==> src/rtl/main_fsm.sv <==
// Multicycle processor control FSM: sequences fetch, decode and execute steps
// and drives Moore control outputs that are registered alongside the state.
module main_fsm (
  input  logic       clk,
  input  logic       reset,
  input  logic [1:0] Op,
  input  logic [5:0] Funct,
  output logic       IRWrite,
  output logic       AdrSrc,
  output logic [1:0] ALUSrcA,
  output logic [1:0] ALUSrcB,
  output logic [1:0] ResultSrc,
  output logic       NextPC,
  output logic       RegW,
  output logic       MemW,
  output logic       Branch,
  output logic       ALUOp,
  output logic [3:0] State
);

  // state    | meaning
  // FETCH    | read instruction at PC, PC <= PC + 4
  // DECODE   | read register file, pick instruction class
  // MEMADR   | compute load/store address
  // MEMRD    | read data memory
  // MEMWB    | write loaded data to register file
  // MEMWR    | write data memory
  // EXECUTER | ALU op with register operand
  // EXECUTEI | ALU op with immediate operand
  // ALUWB    | write ALU result to register file
  // BRANCH   | compute branch target, conditional PC write
  // UNKNOWN  | undefined instruction, no side effects
  typedef enum logic [3:0] {
    FETCH    = 4'd0,
    DECODE   = 4'd1,
    MEMADR   = 4'd2,
    MEMRD    = 4'd3,
    MEMWB    = 4'd4,
    MEMWR    = 4'd5,
    EXECUTER = 4'd6,
    EXECUTEI = 4'd7,
    ALUWB    = 4'd8,
    BRANCH   = 4'd9,
    UNKNOWN  = 4'd10
  } state_t;

  // {IRWrite,AdrSrc,ALUSrcA,ALUSrcB,ResultSrc,NextPC,RegW,MemW,Branch,ALUOp}
  localparam logic [12:0] CTRL_FETCH    = 13'b1_0_01_10_10_1_0_0_0_0;
  localparam logic [12:0] CTRL_DECODE   = 13'b0_0_01_10_10_0_0_0_0_0;
  localparam logic [12:0] CTRL_MEMADR   = 13'b0_0_00_01_00_0_0_0_0_0;
  localparam logic [12:0] CTRL_MEMRD    = 13'b0_1_00_00_00_0_0_0_0_0;
  localparam logic [12:0] CTRL_MEMWB    = 13'b0_0_00_00_01_0_1_0_0_0;
  localparam logic [12:0] CTRL_MEMWR    = 13'b0_1_00_00_00_0_0_1_0_0;
  localparam logic [12:0] CTRL_EXECUTER = 13'b0_0_00_00_00_0_0_0_0_1;
  localparam logic [12:0] CTRL_EXECUTEI = 13'b0_0_00_01_00_0_0_0_0_1;
  localparam logic [12:0] CTRL_ALUWB    = 13'b0_0_00_00_00_0_1_0_0_0;
  localparam logic [12:0] CTRL_BRANCH   = 13'b0_0_00_01_10_0_0_0_1_0;
  localparam logic [12:0] CTRL_NONE     = 13'b0;

  state_t      state;
  logic [12:0] ctrl;
  logic        funct_unused;

  assign funct_unused = ^Funct[4:1];

  function automatic state_t next_state(input state_t s, input logic [1:0] op,
                                        input logic imm, input logic load);
    case (s)
      FETCH:    next_state = DECODE;
      DECODE: begin
        case (op)
          2'b00:   next_state = imm ? EXECUTEI : EXECUTER;
          2'b01:   next_state = MEMADR;
          2'b10:   next_state = BRANCH;
          default: next_state = UNKNOWN;
        endcase
      end
      MEMADR:   next_state = load ? MEMRD : MEMWR;
      MEMRD:    next_state = MEMWB;
      EXECUTER: next_state = ALUWB;
      EXECUTEI: next_state = ALUWB;
      default:  next_state = FETCH;
    endcase
  endfunction

  function automatic logic [12:0] ctrl_of(input state_t s);
    case (s)
      FETCH:    ctrl_of = CTRL_FETCH;
      DECODE:   ctrl_of = CTRL_DECODE;
      MEMADR:   ctrl_of = CTRL_MEMADR;
      MEMRD:    ctrl_of = CTRL_MEMRD;
      MEMWB:    ctrl_of = CTRL_MEMWB;
      MEMWR:    ctrl_of = CTRL_MEMWR;
      EXECUTER: ctrl_of = CTRL_EXECUTER;
      EXECUTEI: ctrl_of = CTRL_EXECUTEI;
      ALUWB:    ctrl_of = CTRL_ALUWB;
      BRANCH:   ctrl_of = CTRL_BRANCH;
      default:  ctrl_of = CTRL_NONE;
    endcase
  endfunction

  // Outputs are registered from the next state so they always match State.
  always_ff @(posedge clk or negedge reset) begin
    if (!reset) begin
      state <= FETCH;
      ctrl  <= CTRL_FETCH;
    end else begin
      state <= next_state(state, Op, Funct[5], Funct[0]);
      ctrl  <= ctrl_of(next_state(state, Op, Funct[5], Funct[0]));
    end
  end

  assign {IRWrite, AdrSrc, ALUSrcA, ALUSrcB, ResultSrc,
          NextPC, RegW, MemW, Branch, ALUOp} = ctrl;
  assign State = state;

endmodule
==> config.mk <==
export PLATFORM = sky130hd
export DESIGN_NAME = main_fsm
export DESIGN_NICKNAME = d
export VERILOG_FILES = /design/src/rtl/main_fsm.sv
export SDC_FILE = /design/constraint.sdc
export NUM_CORES = 1
export LEC_CHECK = 0
export BUFFER_PORTS_ARGS = -buffer_cell sky130_fd_sc_hd__buf_2
export CAP_MARGIN = 20
export CELL_PAD_IN_SITES_DETAIL_PLACEMENT = 1
export CELL_PAD_IN_SITES_GLOBAL_PLACEMENT = 1
export CORE_MARGIN = 2
export CORE_UTILIZATION = 32
export CTS_CLUSTER_SIZE = 16
export DETAILED_ROUTE_END_ITERATION = 6
export GPL_ROUTABILITY_DRIVEN = 1
export MAX_ROUTING_LAYER = met4
export PLACE_DENSITY_LB_ADDON = 0.1
export SYNTH_ARGS = -nofsm -noshare
export SYNTH_HDL_FRONTEND = slang
export SYNTH_SLANG_ARGS = --single-unit
==> constraint.sdc <==
create_clock -name clk -period 1.35 [get_ports clk]
set_input_delay 0.27 -clock clk [delete_from_list [all_inputs] [get_ports clk]]
set_output_delay 0.27 -clock clk [all_outputs]
set_load 0.005 [all_outputs]
==> results.json, run 1 <==
{
  "rr_worst_depth": 3,
  "drv_slew": 0,
  "yosysTopAreaCell": "dfrtp_1",
  "die_w_um": 46.32,
  "synth_edf_count": 0,
  "hold_end": "ctrl[2]$_DFF_PN0_",
  "die_area_um2": 2145,
  "cp_top_family": "flip-flops",
  "yosysMostFrequentCell": "dfrtp_1",
  "ir_worst_vdd_uv": 964.0,
  "antenna_found_initial": 0,
  "clock-root-buffer": "clkbuf_4",
  "drt_wl_total_um": 1107,
  "avgSynthCellArea_um2": 11.02,
  "drv_cap": 0,
  "grt_max_degree": 15,
  "placed_cells": 96,
  "p_per_area_nw_per_um2": 2084,
  "r2r-end": "ctrl[7]$_DFF_PN0_",
  "cp_num_buf_inv": 1,
  "async_reset_ff_share_pct": 100.0,
  "antenna_left": 0,
  "synthSimpleGateAreaFrac_pct": 19.65,
  "skew_ps": 9.606,
  "r2r_start": "State[2]$_DFF_PN0_",
  "cp_slowest_cell": "dfrtp_1",
  "syn-cell-area_um2": 573.1,
  "tns_ps": 0,
  "end_kind": "primary output",
  "netlist_top_cells_count": "dfrtp_1, nor2_1, nor3_1",
  "cts_hold_buf": 1,
  "switchingPower_mw": 0.5130,
  "grt_usage_pct": 13.32,
  "htreeDepth": 1,
  "globalplace.congestion": 0.7296,
  "power_leakage_nw": 0.3811,
  "p_clk_share_pct": 15.6,
  "gr-total-overflow": 0,
  "synth_fa_ha_area_share_pct": 0,
  "diodes": 0,
  "nets": 87,
  "dp_hpwl_um": 844.7,
  "pin_count": 27,
  "finalInstanceArea_um2": 733.2,
  "p_total_mw": 1.528,
  "syn-instance-count": 52,
  "numCtsBuffers": 3,
  "synth_compound_gate_area_share_pct": 12.45,
  "routed-via-count": 453,
  "hold_path_depth": 2,
  "p_seq_share_pct": 45.6,
  "yosysWarnings": 0,
  "setup_ws_ps": 137.7,
  "synth_cell_type_count": 23,
  "fin_crit_ps": 1212,
  "min_path_type": "in2reg",
  "worstSetupPathType": "reg2out",
  "fin_cells": 101,
  "final_util_pct": 42.93,
  "outcome": "complete, no violations",
  "rrSetupSlack_ps": 170,
  "cts_tree": "built",
  "dpl_cell_area_um2": 696.9,
  "drive_above_1_share_pct": 43.42,
  "syn_to_final_growth_pct": 27.95,
  "post_cts.repair.setup_buffers": 0,
  "fmax_ghz": 0.8249,
  "fp.dieH_um": 46.32,
  "p_int_mw": 1.015,
  "synth-xor-area-share_pct": 0,
  "synth_seq_cells": 14,
  "cp_max_fo": 10,
  "cpPeakStageDelay_ps": 500,
  "critical_path.cell_chain": "buf_2",
  "post-route-period-util_pct": 89.80,
  "grt_pass1_vias": 403,
  "clockBufferDepth": 2,
  "clkLatencyLatePin_ps": 280,
  "cts_resized": 0,
  "port_buffers": 21,
  "clock-sinks": 14,
  "whs_ps": 178.2,
  "timing.final.hold_violations": 0,
  "cp-start-kind": "register",
  "start_util_pct": 33.55,
  "drc_errors": 0,
  "wl_per_cell_um": 10.96,
  "combPwrFrac_pct": 38.8,
  "hp-start": "Funct[0]",
  "vias_per_cell": 4.485,
  "place_ws_ps": 144.9,
  "rsz0062_at_grt": "no",
  "rows": 15,
  "synth.mux.area_fraction_pct": 0,
  "synth_seq_area_share_pct": 61.79,
  "fill_cells": 209,
  "p_sw_share_pct": 33.57,
  "worstPathRequired_ps": 1080,
  "firstDrtPassIters": 2,
  "setup_viol": 0,
  "cp.arrival_ps": 940,
  "synth_top_family_by_area": "simple AND/OR/NAND/NOR gates",
  "syn_nets": 62,
  "yosysTopAreaCellShare_pct": 48.03,
  "synth_area_leaders": "dfrtp_1, dfstp_2, nor3_1",
  "grt_pass1_wl_um": 1814,
  "drtIter0Drc": 5,
  "clk_pin_slew_worst_paths_ps": 80,
  "synthFlopType": "dfrtp_1",
  "core_area_um2": 1708
}
-- power by group through the flow --
stage	clock (mW)	combinational (mW)	sequential [mW]
floorplan	0	0.335	0.723
global placement	0	0.602	0.707
detailed placement	0	0.603	0.712
CTS	0.252	0.608	0.703
global route	0.285	0.665	0.722
finish	0.238	0.593	0.697
-- flip-flops by register name, indices dropped and copies added, names as in the netlist --
register and cells:
State 4, ctrl 10
-- final cells by class --
type	count	area (µm²)	share of cell area, %
inverters	1	3.754	0.5119
clock buffers	4	26.28	3.584
repair buffers	24	130.1	17.75
flip-flops and latches	14	354.1	48.29
multi-input cells	33	187.7	25.60
well taps	25	31.28	4.266
-- layer usage --
metal / wire [µm] / GRT usage [%] / vias to the layer above / share of wire [%]
met5: 0 / - / - / 0
li1: - / - / 220 / -
met3: 62 / 4.706 / 4 / 5.6
met2: 494 / 19.44 / 19 / 45
met4: 29 / 10.29 / 0 / 2.6
met1: 520 / 14.60 / 210 / 47
-- placed cells by master (no fill, tap or decap), drive strengths merged --
master        n
nand2         4
a21boi        2
a21o          1
a21oi         2
and3          1
dfstp         3
o21bai        1
a211oi        1
conb          1
dfrtp        11
o21ai         2
a2bb2oi       1
and2b         2
nand2b        2
dlygate4sd3   1
or2           1
nand3         1
clkbuf        4
nor3          5
inv           1
nor2          6
buf          23
-- how the worst max path moves through the flow --
stage          slack, ps                end  cells after the start          startpoint
2_1_floorplan        340  ctrl[7]$_DFF_PN0_                      3  State[3]$_DFF_PN0_
3_3_place_gp         160  ctrl[7]$_DFF_PN0_                      3  State[2]$_DFF_PN0_
3_5_place_dp         140  ctrl[7]$_DFF_PN0_                      3  State[2]$_DFF_PN0_
4_1_cts              120           State[0]                      1  State[0]$_DFF_PN0_
5_1_grt               50           State[0]                      1  State[0]$_DFF_PN0_
6_report             140           State[0]                      1  State[0]$_DFF_PN0_
-- kinds of logic (layout without fill, tap and decap cells) --
family                 after synthesis  count (layout)
other                                1               1
AOI/OAI and AO/OA                   10              10
DFF                                 14              14
and+or+nand+nor                     22              22
buffers and inverters                5              29
No activity file was read; power rests on OpenSTA's default activity.
==> inputs of run 2 (changes only) <==
ABC_AREA = 1   (was unset)
MAX_ROUTING_LAYER = unset   (was met4)
==> run 2 against run 1 <==
Hold slack better by 12 ps. Synthesized area up 11%. Clock power up 25%. Die area up 10%. Total power up 27%. Via count up 20%. Highest routed layer unchanged. Clock-buffer cell count unchanged. Sequential cell count unchanged. Non-clock buffer count up 4.
==> results.json, run 2 <==
{
  "worstPathRequired_ps": 1520,
  "skew_ps": 3.430,
  "whs_ps": 190.2,
  "vias_per_cell": 4.242,
  "synthFlopType": "dfrtp_1",
  "outcome": "complete, no violations",
  "power_leakage_nw": 0.4958,
  "grt_usage_pct": 12.52,
  "finalInstanceArea_um2": 844.6,
  "worstSetupPathType": "reg2reg",
  "yosysWarnings": 0,
  "gr-total-overflow": 0,
  "timing.final.hold_violations": 0,
  "clockBufferDepth": 2,
  "firstDrtPassIters": 4,
  "post-route-period-util_pct": 95.26,
  "grt_pass1_vias": 493,
  "drv_cap": 0,
  "start_util_pct": 33.14,
  "drc_errors": 0,
  "min_path_type": "in2reg",
  "rsz0062_at_grt": "yes",
  "fmax_ghz": 0.7776,
  "cts_tree": "built",
  "cp_max_fo": 8,
  "netlist_top_cells_count": "nor2_1, dfrtp_1, nand2_1",
  "drt_wl_total_um": 1376,
  "cp-start-kind": "register",
  "final_util_pct": 43.95,
  "synth_seq_cells": 14,
  "fin_crit_ps": 1286,
  "pin_count": 27,
  "syn-instance-count": 72,
  "yosysMostFrequentCell": "nor2_1",
  "grt_pass1_wl_um": 2208,
  "synth_edf_count": 0,
  "largest_reg_flops": 10,
  "globalplace.congestion": 0.7633,
  "nets": 112,
  "clk_pin_slew_worst_paths_ps": 80,
  "yosysTopAreaCellShare_pct": 43.22,
  "antenna_left": 0,
  "port_buffers": 21,
  "synth_cell_type_count": 17,
  "dp_hpwl_um": 998.2,
  "synth_area_leaders": "dfrtp_1, dfstp_2, nor2_1",
  "ir_worst_vdd_uv": 893.0,
  "die_w_um": 48.61,
  "dpl_cell_area_um2": 760.7,
  "core_area_um2": 1922,
  "fin_cells": 128,
  "syn_to_final_growth_pct": 32.61,
  "p_total_mw": 1.947,
  "wl_per_cell_um": 10.75,
  "grt_max_degree": 15,
  "p_per_area_nw_per_um2": 2305,
  "clock-root-buffer": "clkbuf_4",
  "setup_viol": 0,
  "clkLatencyLatePin_ps": 280,
  "place_ws_ps": 53.35,
  "syn_nets": 82,
  "clock-sinks": 14,
  "antenna_found_initial": 0,
  "async_reset_ff_share_pct": 100.0,
  "placed_cells": 118,
  "drv_slew": 0,
  "synth_seq_area_share_pct": 55.60,
  "yosysTopAreaCell": "dfrtp_1",
  "cts_resized": 0,
  "die_area_um2": 2363,
  "diodes": 0,
  "layout_common_cells": "buf_2, nor2_1, dfrtp_1, nand2_1, inv_1",
  "cp.arrival_ps": 1460,
  "syn-cell-area_um2": 636.9,
  "routed-via-count": 543,
  "drive_above_1_share_pct": 46.53,
  "htreeDepth": 1,
  "largest_register": "ctrl",
  "setup_ws_ps": 63.95,
  "rows": 16,
  "drtIter0Drc": 10,
  "fp.dieH_um": 48.61,
  "tns_ps": 0,
  "avgSynthCellArea_um2": 8.845,
  "final_common_cell": "buf_2",
  "rrSetupSlack_ps": 60,
  "end_kind": "register",
  "numCtsBuffers": 3
}
[run 2: worst max-delay path: stages (launching register included)]
cell,delay [ps]
dfrtp_1,410
nor2_4,230
inv_2,80
nor2_2,110
inv_1,60
nand2_2,100
nand2_1,60
nand3_1,80
nand2_1,50
[run 2: routing by layer]
metal  global-route usage (%)  part of all wire [%]  vias up
met2                    20.09                    48       19
li1                         -                     -      271
met5                        0                     0        -
met3                    2.778                   5.9        2
met4                    7.143                   1.6        0
met1                    15.48                    44      251
[run 2: repair_timing]
action | CTS | global route
buffers inserted | 0 | 5
endpoints found under the setup margin | 0 | 5
hold buffers | 1 | 0
hold endpoints to repair | 11 | 0
[run 2: layout make-up]
type,instances,area (µm²)
sequential,14,354.1
inverter,12,45.04
fill,248,1077
clock buffer,4,36.28
multi-input combinational,43,215.2
tap,27,33.78
timing repair buffer,28,160.2
[run 2: cells by family after synthesis]
logic type / synth area share, %
other: 0.5888
AO/OA/AOI/OAI: 4.715
AND/OR/NAND/NOR: 28.49
buffers and inverters: 10.61
flip-flops: 55.60
[run 2: power breakdown]
| part | leakage [nW] | switching (mW) | internal, mW | total, mW |
|---|---|---|---|---|
| clock network | 0.0210 | 0.133 | 0.164 | 0.297 |
| registers | 0.178 | 0.0914 | 0.599 | 0.690 |
| logic | 0.296 | 0.547 | 0.412 | 0.959 |
| total | 0.496 | 0.772 | 1.18 | 1.95 |
[run 2: worst paths after layout]
| kind | startpoint | endpoint | depth (start not counted) |
|---|---|---|---|
| max | State[2]$_DFF_PN0_ | ctrl[7]$_DFF_PN0_ | 8 |
| min | Op[0] | ctrl[0]$_DFF_PN0_ | 2 |
| max reg2reg | State[2]$_DFF_PN0_ | ctrl[7]$_DFF_PN0_ | 8 |
| min reg2reg | State[3]$_DFF_PN0_ | ctrl[4]$_DFF_PN1_ | 2 |
| max in group asynchronous | reset | ctrl[9]$_DFF_PN1_ | 2 |
| min in group asynchronous | reset | ctrl[11]$_DFF_PN0_ | 2 |
